==> src/rtl/lsu_ctrl_pkg.sv <==
// Shared types for the load/store unit: access widths, controller states and RAM opcodes.
// Also holds the alignment rule used by the request error check.
package lsu_ctrl_pkg;

  typedef enum logic [1:0] {
    LSU_B = 2'b00,
    LSU_H = 2'b01,
    LSU_W = 2'b10
  } lsu_width_e;

  typedef enum logic [2:0] {
    IDLE    = 3'd0,
    LD_RD   = 3'd1,
    LD_CAP  = 3'd2,
    RMW_RD  = 3'd3,
    RMW_MRG = 3'd4,
    ST_WR   = 3'd5,
    RESP    = 3'd6
  } lsu_state_e;

  typedef enum logic [1:0] {
    MEM_NONE  = 2'b00,
    MEM_LOAD  = 2'b01,
    MEM_STORE = 2'b10
  } mem_op_e;

  // Any encoding other than byte/half is held to word alignment.
  function automatic logic is_misaligned(lsu_width_e width, logic [1:0] lane);
    logic mis;
    case (width)
      LSU_B:   mis = 1'b0;
      LSU_H:   mis = lane[0];
      default: mis = (lane != 2'b00);
    endcase
    return mis;
  endfunction

endpackage

==> src/rtl/lsu_ctrl_if.sv <==
// Bundle of the execute-side request/response handshake and the word RAM port.
// master: the load/store controller; slave: the execute stage plus RAM around it.
interface lsu_ctrl_if;
  import lsu_ctrl_pkg::*;

  logic        req_valid;
  logic        req_ready;
  logic        req_store;
  lsu_width_e  req_width;
  logic        req_unsigned;
  logic [31:0] req_addr;
  logic [31:0] req_wdata;
  logic        resp_valid;
  logic [31:0] resp_rdata;
  logic        resp_misaligned;
  logic        resp_oob;
  logic [31:0] mem_addr;
  logic [31:0] mem_wdata;
  mem_op_e     mem_op;
  logic [31:0] mem_rdata;

  modport master (
    input  req_valid, req_store, req_width, req_unsigned, req_addr, req_wdata, mem_rdata,
    output req_ready, resp_valid, resp_rdata, resp_misaligned, resp_oob,
           mem_addr, mem_wdata, mem_op
  );

  modport slave (
    output req_valid, req_store, req_width, req_unsigned, req_addr, req_wdata, mem_rdata,
    input  req_ready, resp_valid, resp_rdata, resp_misaligned, resp_oob,
           mem_addr, mem_wdata, mem_op
  );

endinterface

==> src/rtl/lsu_ctrl_align.sv <==
// Lane logic for sub-word accesses: extracts/extends load data from a RAM word
// and merges store data into a RAM word for read-modify-write.
module lsu_align
  import lsu_ctrl_pkg::*;
(
  input  logic [31:0] word,
  input  logic [1:0]  lane,
  input  lsu_width_e  width,
  input  logic        is_unsigned,
  input  logic [31:0] wdata,
  output logic [31:0] load_data,
  output logic [31:0] merged
);

  logic [7:0]  byte_s;
  logic [15:0] half_s;

  // Select the addressed lane, then extend for loads or splice for stores.
  always_comb begin
    byte_s    = word[{lane, 3'b000} +: 8];
    half_s    = lane[1] ? word[31:16] : word[15:0];
    load_data = word;
    merged    = wdata;
    case (width)
      LSU_B: begin
        load_data = {{24{byte_s[7] & ~is_unsigned}}, byte_s};
        merged    = word;
        merged[{lane, 3'b000} +: 8] = wdata[7:0];
      end
      LSU_H: begin
        load_data = {{16{half_s[15] & ~is_unsigned}}, half_s};
        merged    = word;
        if (lane[1]) begin
          merged[31:16] = wdata[15:0];
        end else begin
          merged[15:0] = wdata[15:0];
        end
      end
      default: begin
        load_data = word;
        merged    = wdata;
      end
    endcase
  end

endmodule

==> src/rtl/lsu_ctrl.sv <==
// Load/store initiator between the execute stage and a word-wide RAM with
// registered address and next-cycle read data; sub-word stores use read-modify-write.
module lsu_ctrl
  import lsu_ctrl_pkg::*;
#(
  parameter int MEM_BYTES = 16384
) (
  input  logic          clk,
  input  logic          rst_n,
  lsu_ctrl_if.master    bus
);

  localparam logic [31:0] MEM_LIMIT = 32'(MEM_BYTES);

  lsu_state_e  state_r;
  logic        req_ready_r;
  logic        resp_valid_r;
  logic [31:0] resp_rdata_r;
  logic        resp_mis_r;
  logic        resp_oob_r;
  logic [31:0] mem_addr_r;
  logic [31:0] mem_wdata_r;
  mem_op_e     mem_op_r;
  logic [1:0]  lane_r;
  lsu_width_e  width_r;
  logic        unsigned_r;
  logic [31:0] wdata_r;

  logic        mis_s;
  logic        oob_s;
  logic [31:0] load_data_s;
  logic [31:0] merged_s;

  assign mis_s = is_misaligned(bus.req_width, bus.req_addr[1:0]);
  assign oob_s = (bus.req_addr >= MEM_LIMIT);

  lsu_align u_align (
    .word        (bus.mem_rdata),
    .lane        (lane_r),
    .width       (width_r),
    .is_unsigned (unsigned_r),
    .wdata       (wdata_r),
    .load_data   (load_data_s),
    .merged      (merged_s)
  );

  // Controller FSM; every bus output is a register updated on the transition into its state.
  always_ff @(posedge clk or negedge rst_n) begin
    if (!rst_n) begin
      state_r      <= IDLE;
      req_ready_r  <= 1'b1;
      resp_valid_r <= 1'b0;
      resp_rdata_r <= 32'h0000_0000;
      resp_mis_r   <= 1'b0;
      resp_oob_r   <= 1'b0;
      mem_addr_r   <= 32'h0000_0000;
      mem_wdata_r  <= 32'h0000_0000;
      mem_op_r     <= MEM_NONE;
      lane_r       <= 2'b00;
      width_r      <= LSU_B;
      unsigned_r   <= 1'b0;
      wdata_r      <= 32'h0000_0000;
    end else begin
      case (state_r)
        IDLE: begin
          if (bus.req_valid && req_ready_r) begin
            req_ready_r <= 1'b0;
            lane_r      <= bus.req_addr[1:0];
            width_r     <= bus.req_width;
            unsigned_r  <= bus.req_unsigned;
            wdata_r     <= bus.req_wdata;
            if (mis_s || oob_s) begin
              state_r      <= RESP;
              resp_valid_r <= 1'b1;
              resp_rdata_r <= 32'h0000_0000;
              resp_mis_r   <= mis_s;
              resp_oob_r   <= oob_s;
            end else if (!bus.req_store) begin
              state_r    <= LD_RD;
              mem_op_r   <= MEM_LOAD;
              mem_addr_r <= {bus.req_addr[31:2], 2'b00};
            end else if (bus.req_width == LSU_W) begin
              state_r     <= ST_WR;
              mem_op_r    <= MEM_STORE;
              mem_addr_r  <= {bus.req_addr[31:2], 2'b00};
              mem_wdata_r <= bus.req_wdata;
            end else begin
              state_r    <= RMW_RD;
              mem_op_r   <= MEM_LOAD;
              mem_addr_r <= {bus.req_addr[31:2], 2'b00};
            end
          end else begin
            state_r <= IDLE;
          end
        end
        LD_RD: begin
          state_r <= LD_CAP;
        end
        LD_CAP: begin
          state_r      <= RESP;
          mem_op_r     <= MEM_NONE;
          resp_valid_r <= 1'b1;
          resp_rdata_r <= load_data_s;
        end
        RMW_RD: begin
          state_r <= RMW_MRG;
        end
        RMW_MRG: begin
          state_r     <= ST_WR;
          mem_op_r    <= MEM_STORE;
          mem_wdata_r <= merged_s;
        end
        ST_WR: begin
          state_r      <= RESP;
          mem_op_r     <= MEM_NONE;
          mem_wdata_r  <= 32'h0000_0000;
          resp_valid_r <= 1'b1;
          resp_rdata_r <= 32'h0000_0000;
        end
        RESP: begin
          state_r      <= IDLE;
          req_ready_r  <= 1'b1;
          resp_valid_r <= 1'b0;
          resp_rdata_r <= 32'h0000_0000;
          resp_mis_r   <= 1'b0;
          resp_oob_r   <= 1'b0;
        end
        default: begin
          state_r      <= IDLE;
          req_ready_r  <= 1'b1;
          resp_valid_r <= 1'b0;
          mem_op_r     <= MEM_NONE;
        end
      endcase
    end
  end

  assign bus.req_ready       = req_ready_r;
  assign bus.resp_valid      = resp_valid_r;
  assign bus.resp_rdata      = resp_rdata_r;
  assign bus.resp_misaligned = resp_mis_r;
  assign bus.resp_oob        = resp_oob_r;
  assign bus.mem_addr        = mem_addr_r;
  assign bus.mem_wdata       = mem_wdata_r;
  assign bus.mem_op          = mem_op_r;

endmodule

==> src/flat_wrapper.sv <==
// flat-port wrapper written by rule: the top's interface ports become plain ports
module lsu_ctrl_flat import lsu_ctrl_pkg::*;
#(
  parameter int MEM_BYTES = 16384
)
  (clk, rst_n, bus_req_valid, bus_req_store, bus_req_width, bus_req_unsigned, bus_req_addr, bus_req_wdata, bus_mem_rdata, bus_req_ready, bus_resp_valid, bus_resp_rdata, bus_resp_misaligned, bus_resp_oob, bus_mem_addr, bus_mem_wdata, bus_mem_op);
  lsu_ctrl_if bus_i ();
  input  logic clk;
  input  logic rst_n;
  input wire logic [$bits(bus_i.req_valid)-1:0] bus_req_valid;
  input wire logic [$bits(bus_i.req_store)-1:0] bus_req_store;
  input wire logic [$bits(bus_i.req_width)-1:0] bus_req_width;
  input wire logic [$bits(bus_i.req_unsigned)-1:0] bus_req_unsigned;
  input wire logic [$bits(bus_i.req_addr)-1:0] bus_req_addr;
  input wire logic [$bits(bus_i.req_wdata)-1:0] bus_req_wdata;
  input wire logic [$bits(bus_i.mem_rdata)-1:0] bus_mem_rdata;
  output wire logic [$bits(bus_i.req_ready)-1:0] bus_req_ready;
  output wire logic [$bits(bus_i.resp_valid)-1:0] bus_resp_valid;
  output wire logic [$bits(bus_i.resp_rdata)-1:0] bus_resp_rdata;
  output wire logic [$bits(bus_i.resp_misaligned)-1:0] bus_resp_misaligned;
  output wire logic [$bits(bus_i.resp_oob)-1:0] bus_resp_oob;
  output wire logic [$bits(bus_i.mem_addr)-1:0] bus_mem_addr;
  output wire logic [$bits(bus_i.mem_wdata)-1:0] bus_mem_wdata;
  output wire logic [$bits(bus_i.mem_op)-1:0] bus_mem_op;
  assign bus_i.req_valid = bus_req_valid;
  assign bus_i.req_store = bus_req_store;
  assign bus_i.req_width = bus_req_width;
  assign bus_i.req_unsigned = bus_req_unsigned;
  assign bus_i.req_addr = bus_req_addr;
  assign bus_i.req_wdata = bus_req_wdata;
  assign bus_i.mem_rdata = bus_mem_rdata;
  assign bus_req_ready = bus_i.req_ready;
  assign bus_resp_valid = bus_i.resp_valid;
  assign bus_resp_rdata = bus_i.resp_rdata;
  assign bus_resp_misaligned = bus_i.resp_misaligned;
  assign bus_resp_oob = bus_i.resp_oob;
  assign bus_mem_addr = bus_i.mem_addr;
  assign bus_mem_wdata = bus_i.mem_wdata;
  assign bus_mem_op = bus_i.mem_op;
  lsu_ctrl #(.MEM_BYTES(MEM_BYTES)) u_core (.clk(clk), .rst_n(rst_n), .bus(bus_i));
endmodule
==> config.mk <==
export PLATFORM = sky130hd
export DESIGN_NAME = lsu_ctrl_flat
export DESIGN_NICKNAME = d
export VERILOG_FILES = /design/src/rtl/lsu_ctrl_pkg.sv /design/src/rtl/lsu_ctrl_if.sv /design/src/rtl/lsu_ctrl_align.sv /design/src/rtl/lsu_ctrl.sv /design/src/flat_wrapper.sv
export SDC_FILE = /design/constraint.sdc
export NUM_CORES = 1
export LEC_CHECK = 0
export BUFFER_PORTS_ARGS = -buffer_cell sky130_fd_sc_hd__clkbuf_2
export CAP_MARGIN = 20
export CORE_MARGIN = 2
export CORE_UTILIZATION = 30
export CTS_BUF_LIST = sky130_fd_sc_hd__clkbuf_16
export DETAILED_ROUTE_END_ITERATION = 8
export PLACE_DENSITY_LB_ADDON = 0.1
export SKIP_LAST_GASP = 1
export SLEW_MARGIN = 15
export SYNTH_ARGS = -nofsm -noshare
export SYNTH_HDL_FRONTEND = slang
export SYNTH_SLANG_ARGS = --single-unit
==> constraint.sdc <==
create_clock -name clk -period 4.6 [get_ports clk]
set_input_delay 0.69 -clock clk [delete_from_list [all_inputs] [get_ports clk]]
set_output_delay 0.69 -clock clk [all_outputs]
set_load 0.03 [all_outputs]
==> results of run 1 <==
==> layout make-up <==
class	instances	area, sq um
clock buffers	17	425.4
clock inverters	15	147.6
fillers	2552	14950
inverters	6	22.52
multi-input cells	549	3531
flip-flops and latches	140	3506
well taps	324	405.4
repair buffers	215	1115
==> cells in the final DEF, fill, tap and decap left out, drive strengths merged, types with 13 or more instances in the layout <==
cell type	netlist	routed
o21ai	61	61
nor2b	22	22
buf	19	14
mux2i	17	17
nand2	160	160
a21oi	28	28
a22o	17	17
mux2	46	46
dfrtp	139	139
nor2	42	42
clkbuf	31	218
nand2b	22	22
o2bb2ai	13	13
==> cells by family after synthesis <==
logic type,after synthesis,synth area share [%]
and+or+nand+nor,284,18.15
DFF,140,48.04
adders and majority gates,5,0.8576
other,1,0.05141
buffers and inverters,56,3.739
AOI/OAI and AO/OA,194,18.59
muxes,64,10.57
==> how the worst min path moves through the flow <==
stage	startpoint	end	slack, ns	cells past startpoint
2_1_floorplan	rst_n	u_core.bus.mem_addr[10]	0.39	0
3_3_place_gp	u_core.wdata_r[24]	u_core.wdata_r[24]	0.46	2
3_5_place_dp	u_core.wdata_r[24]	u_core.wdata_r[24]	0.46	2
4_1_cts	rst_n	u_core.bus.resp_rdata[23]	0.38	1
5_1_grt	rst_n	u_core.bus.resp_rdata[23]	0.37	1
6_report	rst_n	u_core.bus.resp_rdata[23]	0.30	1
==> flip-flops by register name, indices dropped and copies added (netlist names) <==
| signal | flops |
|---|---|
| u_core.bus.resp_valid | 1 |
| u_core.bus.mem_addr | 30 |
| u_core.state_r | 3 |
| u_core.width_r | 2 |
| u_core.bus.resp_misaligned | 1 |
| u_core.bus.mem_wdata | 32 |
| u_core.lane_r | 2 |
| u_core.bus.resp_oob | 1 |
| u_core.unsigned_r | 1 |
| u_core.bus.req_ready | 1 |
| u_core.bus.mem_op | 2 |
| u_core.bus.resp_rdata | 32 |
| u_core.wdata_r | 32 |
==> worst reg2reg max path: cells and delay by family, from the launching register on <==
kind	cells	cell delay, ns
multiplexers	1	0.22
buffers and inverters	1	0.19
adder cells (fa/ha/maj)	1	0.38
AO/OA/AOI/OAI	3	1.40
flip-flops	1	0.54
==> power by group through the flow <==
stage               combinational [mW]  clock [mW]  sequential (mW)
floorplan                         1.96           0             2.51
global placement                  3.35           0             2.16
detailed placement                3.37           0             2.15
CTS                               3.38        1.40             2.13
global route                      3.67        1.46             2.19
finish                            3.37        1.37             2.13
==> metal layers <==
metal | GRT usage [%] | share of wire (%) | wire length [um] | vias up
met2 | 30.20 | 46 | 11680 | 215
met3 | 3.584 | 4.9 | 1246 | 33
met4 | 6.675 | 2.1 | 527 | 0
met1 | 28.92 | 47 | 11900 | 3125
li1 | - | - | - | 3045
met5 | 0 | 0 | 0 | -
==> results_dict.tcl, run 1 <==
set metrics [dict create \
    async_reset_ff_share_pct 100.0 \
    finalHoldViolCount 0 \
    die-area_sq_um 25580 \
    cts_tree "yes" \
    syn_avg_cell_area_sq_um 9.804 \
    wl_um 25350 \
    maxSlewHeadroom_pct 28.66 \
    grtUsageTotal_pct 19.99 \
    hold_slack_ns 0.3046 \
    final_area_sq_um 9153 \
    reg2reg_from "u_core.lane_r[0]" \
    setup_slack_ns 1.830 \
    netSwitchingFraction_pct 46.31 \
    yosysWarnings 0 \
    rsz0062_at_grt "false" \
    p_total_mw 6.871 \
    timing.final.crit_share_pct 60.22 \
    max_freq_ghz 0.3610 \
    antenna_found_initial 0 \
    clkSlewWorstSetupHoldPaths_ns 0.06 \
    utilization_pct 37.97 \
    cp_max_fo 11 \
    clock_path_buffers 2 \
    power_frac_seq_pct 31.0 \
    synth_top_cell_by_area "dfrtp_1" \
    p_switching_mw 3.181 \
    syn-cell-area_sq_um 7294 \
    final_cells 1266 \
    layout.nets 1037 \
    placed_area_sq_um 8579 \
    grt.overflow.total 0 \
    crit_path_end "u_core.bus.mem_wdata[0]" \
    dp_slack_ns 1.568 \
    ctsHoldBuffers 0 \
    portBuffers 202 \
    post_drt_wl_per_cell_um 20.03 \
    max_stage_delay_ns 0.87 \
    post_cts_buffers 0 \
    clock-root-buffer "clkbuf_16" \
    synth-edff-count 0 \
    ant_nets 0 \
    fin_setup_tns_ns 0 \
    arrival_ns 3.14 \
    slew_viol_final 0 \
    yosysUniqueCellTypes 63 \
    setup_viol 0 \
    clock_sinks 140 \
    rows 57 \
    core_sq_um 24110 \
    gp_congestion 0.8093 \
    synth_ff_type "dfrtp_1" \
    yosysMostFrequentCell "nand2_1" \
    drive_above_1_share_pct 31.10 \
    synthTopCellsByCount "nand2_1, dfrtp_1, o21ai_0" \
    crit_type "flip-flop to flip-flop" \
    leakagePower_nw 4.545 \
    internal_power_mw 3.689 \
    clk_latency_ns 0.43 \
    critPathLaunchType "flip-flop" \
    r2r-end "u_core.bus.mem_wdata[0]" \
    r2r_setup_slack_ns 1.83 \
    cts_max_level 4 \
    critPathTopFamily "compound AO/OA/AOI/OAI gates" \
    vias 6418 \
    hpwl_um 18240 \
    power-per-cell-area_nw_per_um2 750.7 \
    grt_pass1_vias 6320 \
    tightest_slew_ns 1.053 \
    crit_cells 6 \
    grt_max_degree 89 \
    synth_cells 744 \
    critical_path_buf_inv_count 1 \
    path_cells "inv_1, ha_1, o311ai_1, a21oi_1, o31ai_1, mux2_2" \
    grt_pass1_wl_um 39250 \
    rr_worst_depth 6 \
    drt_iter0_markers 491 \
    initial_core_util_pct 30.26 \
    cts_buffers 17 \
    status "completed" \
    max-cap-violations 0 \
    areaGrowthSynthToFinish_pct 25.47 \
    drcViolationCount 0 \
    vias_per_cell 5.070 \
    ioPinCount 205 \
    setup.worst_path.end_class "flip-flop" \
    post-route-min-period_ns 2.770 \
    p_comb_share_pct 49.0 \
    cts_resized 0 \
    peakVddDrop_mv 0.2428 \
    yosysSeqAreaShare_pct 48.04 \
    first_pass_iters 6 \
    hold_class "input port to asynchronous set/reset pin" \
    yosys_register_bits 140 \
    diodes 0 \
    startpoint "u_core.lane_r[0]" \
    dieWidth_um 159.9 \
    skew_ns 0.008843 \
    cp.required_ns 4.97 \
    yosys-top-cells-area "dfrtp_1, nand2_1, o21ai_0" \
    crit_path_top_delay_cell "o311ai_1" \
    fp.dieH_um 159.9 \
    placed_cells 1234 \
    synth_top_area_share_pct 47.68 \
    clockPowerShare_pct 20.0 \
]
(Power assumes the default switching activity.)
==> inputs of run 2 (changes only) <==
clock period = 2.41 ns   (was 4.6 ns; I/O delays follow)
==> run 2 against run 1 <==
Sequential cell count did not move. Die area unchanged. Critical path depth grew 2. Via count increased by 2.2%. Largest power group unchanged. Global-route usage is 0.27 points higher. Clock-buffer cell count is the same. Final cell count grew 2.3%. First-iteration DRC count up 18%.
==> results_dict.tcl, run 2 (synthesis results as in run 1) <==
set metrics [dict create \
    cts_tree "yes" \
    setup_viol 0 \
    grt_pass1_wl_um 39810 \
    max_freq_ghz 0.4338 \
    hpwl_um 18780 \
    tightest_slew_ns 0.6569 \
    r2r_setup_slack_ns 0.10 \
    clock-root-buffer "clkbuf_16" \
    grt_max_degree 58 \
    rsz0062_at_grt "true" \
    mostFrequentLayoutCell "clkbuf_2" \
    min_from "bus_req_wdata[16]" \
    portBuffers 202 \
    hold_slack_ns 0.1488 \
    grt_pass1_vias 6546 \
    final_area_sq_um 9489 \
    arrival_ns 2.61 \
    core_sq_um 24110 \
    ant_nets 0 \
    netSwitchingFraction_pct 45.10 \
    clockPowerShare_pct 19.9 \
    finalHoldViolCount 0 \
    diodes 0 \
    antenna_found_initial 0 \
    internal_power_mw 7.505 \
    vias_per_cell 5.064 \
    timing.final.crit_share_pct 95.66 \
    layout.nets 1066 \
    clock_sinks 140 \
    leakagePower_nw 4.734 \
    cts_max_level 4 \
    setup.worst_path.end_class "flip-flop" \
    gp_congestion 0.8203 \
    rr_worst_depth 8 \
    vias 6558 \
    hold_depth 3 \
    post_drt_wl_per_cell_um 19.90 \
    rows 57 \
    post-route-min-period_ns 2.305 \
    ioPinCount 205 \
    initial_core_util_pct 30.26 \
    placed_area_sq_um 8874 \
    final_cell_mix "clkbuf_2, nand2_1, dfrtp_1" \
    r2r-end "u_core.bus.mem_wdata[9]" \
    fin_setup_tns_ns 0 \
    power-per-cell-area_nw_per_um2 1441 \
    cp.required_ns 2.72 \
    grt.overflow.total 0 \
    peakVddDrop_mv 0.5393 \
    hold_class "input port to flip-flop" \
    crit_type "flip-flop to flip-flop" \
    cp_max_fo 5 \
    hold_end "u_core.wdata_r[16]" \
    post_cts_buffers 0 \
    grtUsageTotal_pct 20.26 \
    dieWidth_um 159.9 \
    maxSlewHeadroom_pct 56.21 \
    drive_above_1_share_pct 33.26 \
    skew_ns 0.008309 \
    reg2reg_from "u_core.lane_r[1]" \
    placed_cells 1262 \
    first_pass_iters 6 \
    critPathLaunchType "flip-flop" \
    drcViolationCount 0 \
    p_comb_share_pct 50.7 \
    fp.dieH_um 159.9 \
    die-area_sq_um 25580 \
    cts_buffers 17 \
    drt_iter0_markers 580 \
    wl_um 25770 \
    max-cap-violations 0 \
    final_cells 1295 \
    slew_viol_final 0 \
    status "completed" \
    clkSlewWorstSetupHoldPaths_ns 0.06 \
    clk_latency_ns 0.43 \
    areaGrowthSynthToFinish_pct 30.09 \
    clock_path_buffers 2 \
    power_frac_seq_pct 29.4 \
    p_switching_mw 6.166 \
]
[run 2: what timing repair did]
action	CTS	global route
resized for setup	0	1
hold buffers	1	0
endpoints found under the setup margin	0	1
hold endpoints to repair	55	0
[run 2: power groups by stage]
stage                     logic (mW)  clock network (mW)  registers, mW
after global placement          6.92                   0           4.07
after CTS                       6.96                2.79           4.02
after floorplan                 3.75                   0           4.80
after detailed placement        6.92                   0           4.05
after global routing            7.53                2.89           4.13
final                           6.93                2.72           4.02
[run 2: worst max path at each step]
| stage | startpoint | end | slack (ns) | cells past startpoint |
|---|---|---|---|---|
| global placement | bus_req_addr[29] | u_core.bus.mem_wdata[24] | 0.14 | 7 |
| floorplan | u_core.lane_r[1] | u_core.bus.mem_wdata[11] | 0.02 | 9 |
| global route | u_core.width_r[0] | u_core.bus.resp_rdata[26] | -0.009 | 7 |
| finish | u_core.lane_r[1] | u_core.bus.mem_wdata[9] | 0.10 | 8 |
| CTS | u_core.lane_r[1] | u_core.bus.mem_wdata[9] | 0.14 | 8 |
| detailed placement | bus_req_addr[29] | u_core.bus.mem_wdata[2] | 0.12 | 7 |
[run 2: critical path, stage by stage (launching register included)]
cell and delay [ns]:
dfrtp_1 0.41, clkinv_2 0.09, ha_1 0.29, nor4b_2 0.18
and3_1 0.22, buf_4 0.15, a222oi_1 0.38, o21ai_0 0.19
mux2_4 0.29
[run 2: metrics by stage]
step | utilization, % | total power, mW | worst slack [ns]
floorplan | - | 8.545 | 0.02283
global placement | 36.81 | 10.99 | 0.1443
detailed placement | 36.81 | 10.97 | 0.1178
CTS | 39.34 | 13.76 | 0.1447
finish | 39.36 | 13.67 | 0.1046
global route | 39.36 | 14.56 | -0.009433
[run 2: cell type report]
type	count	area (sq um)
fillers	2514	14620
multi-input cells	549	3532
flip-flops and latches	140	3506
repair buffers	244	1423
clock buffers	17	425.4
well taps	324	405.4
clock inverters	15	173.9
inverters	6	23.77
[run 2: routing by layer]
layer | GRT usage (%) | wire, um | vias to the layer above
li1 | - | - | 3096
met1 | 29.01 | 11840 | 3213
met2 | 31.39 | 12010 | 225
met3 | 3.195 | 1449 | 24
met4 | 6.552 | 466 | 0
met5 | 0 | 0 | -
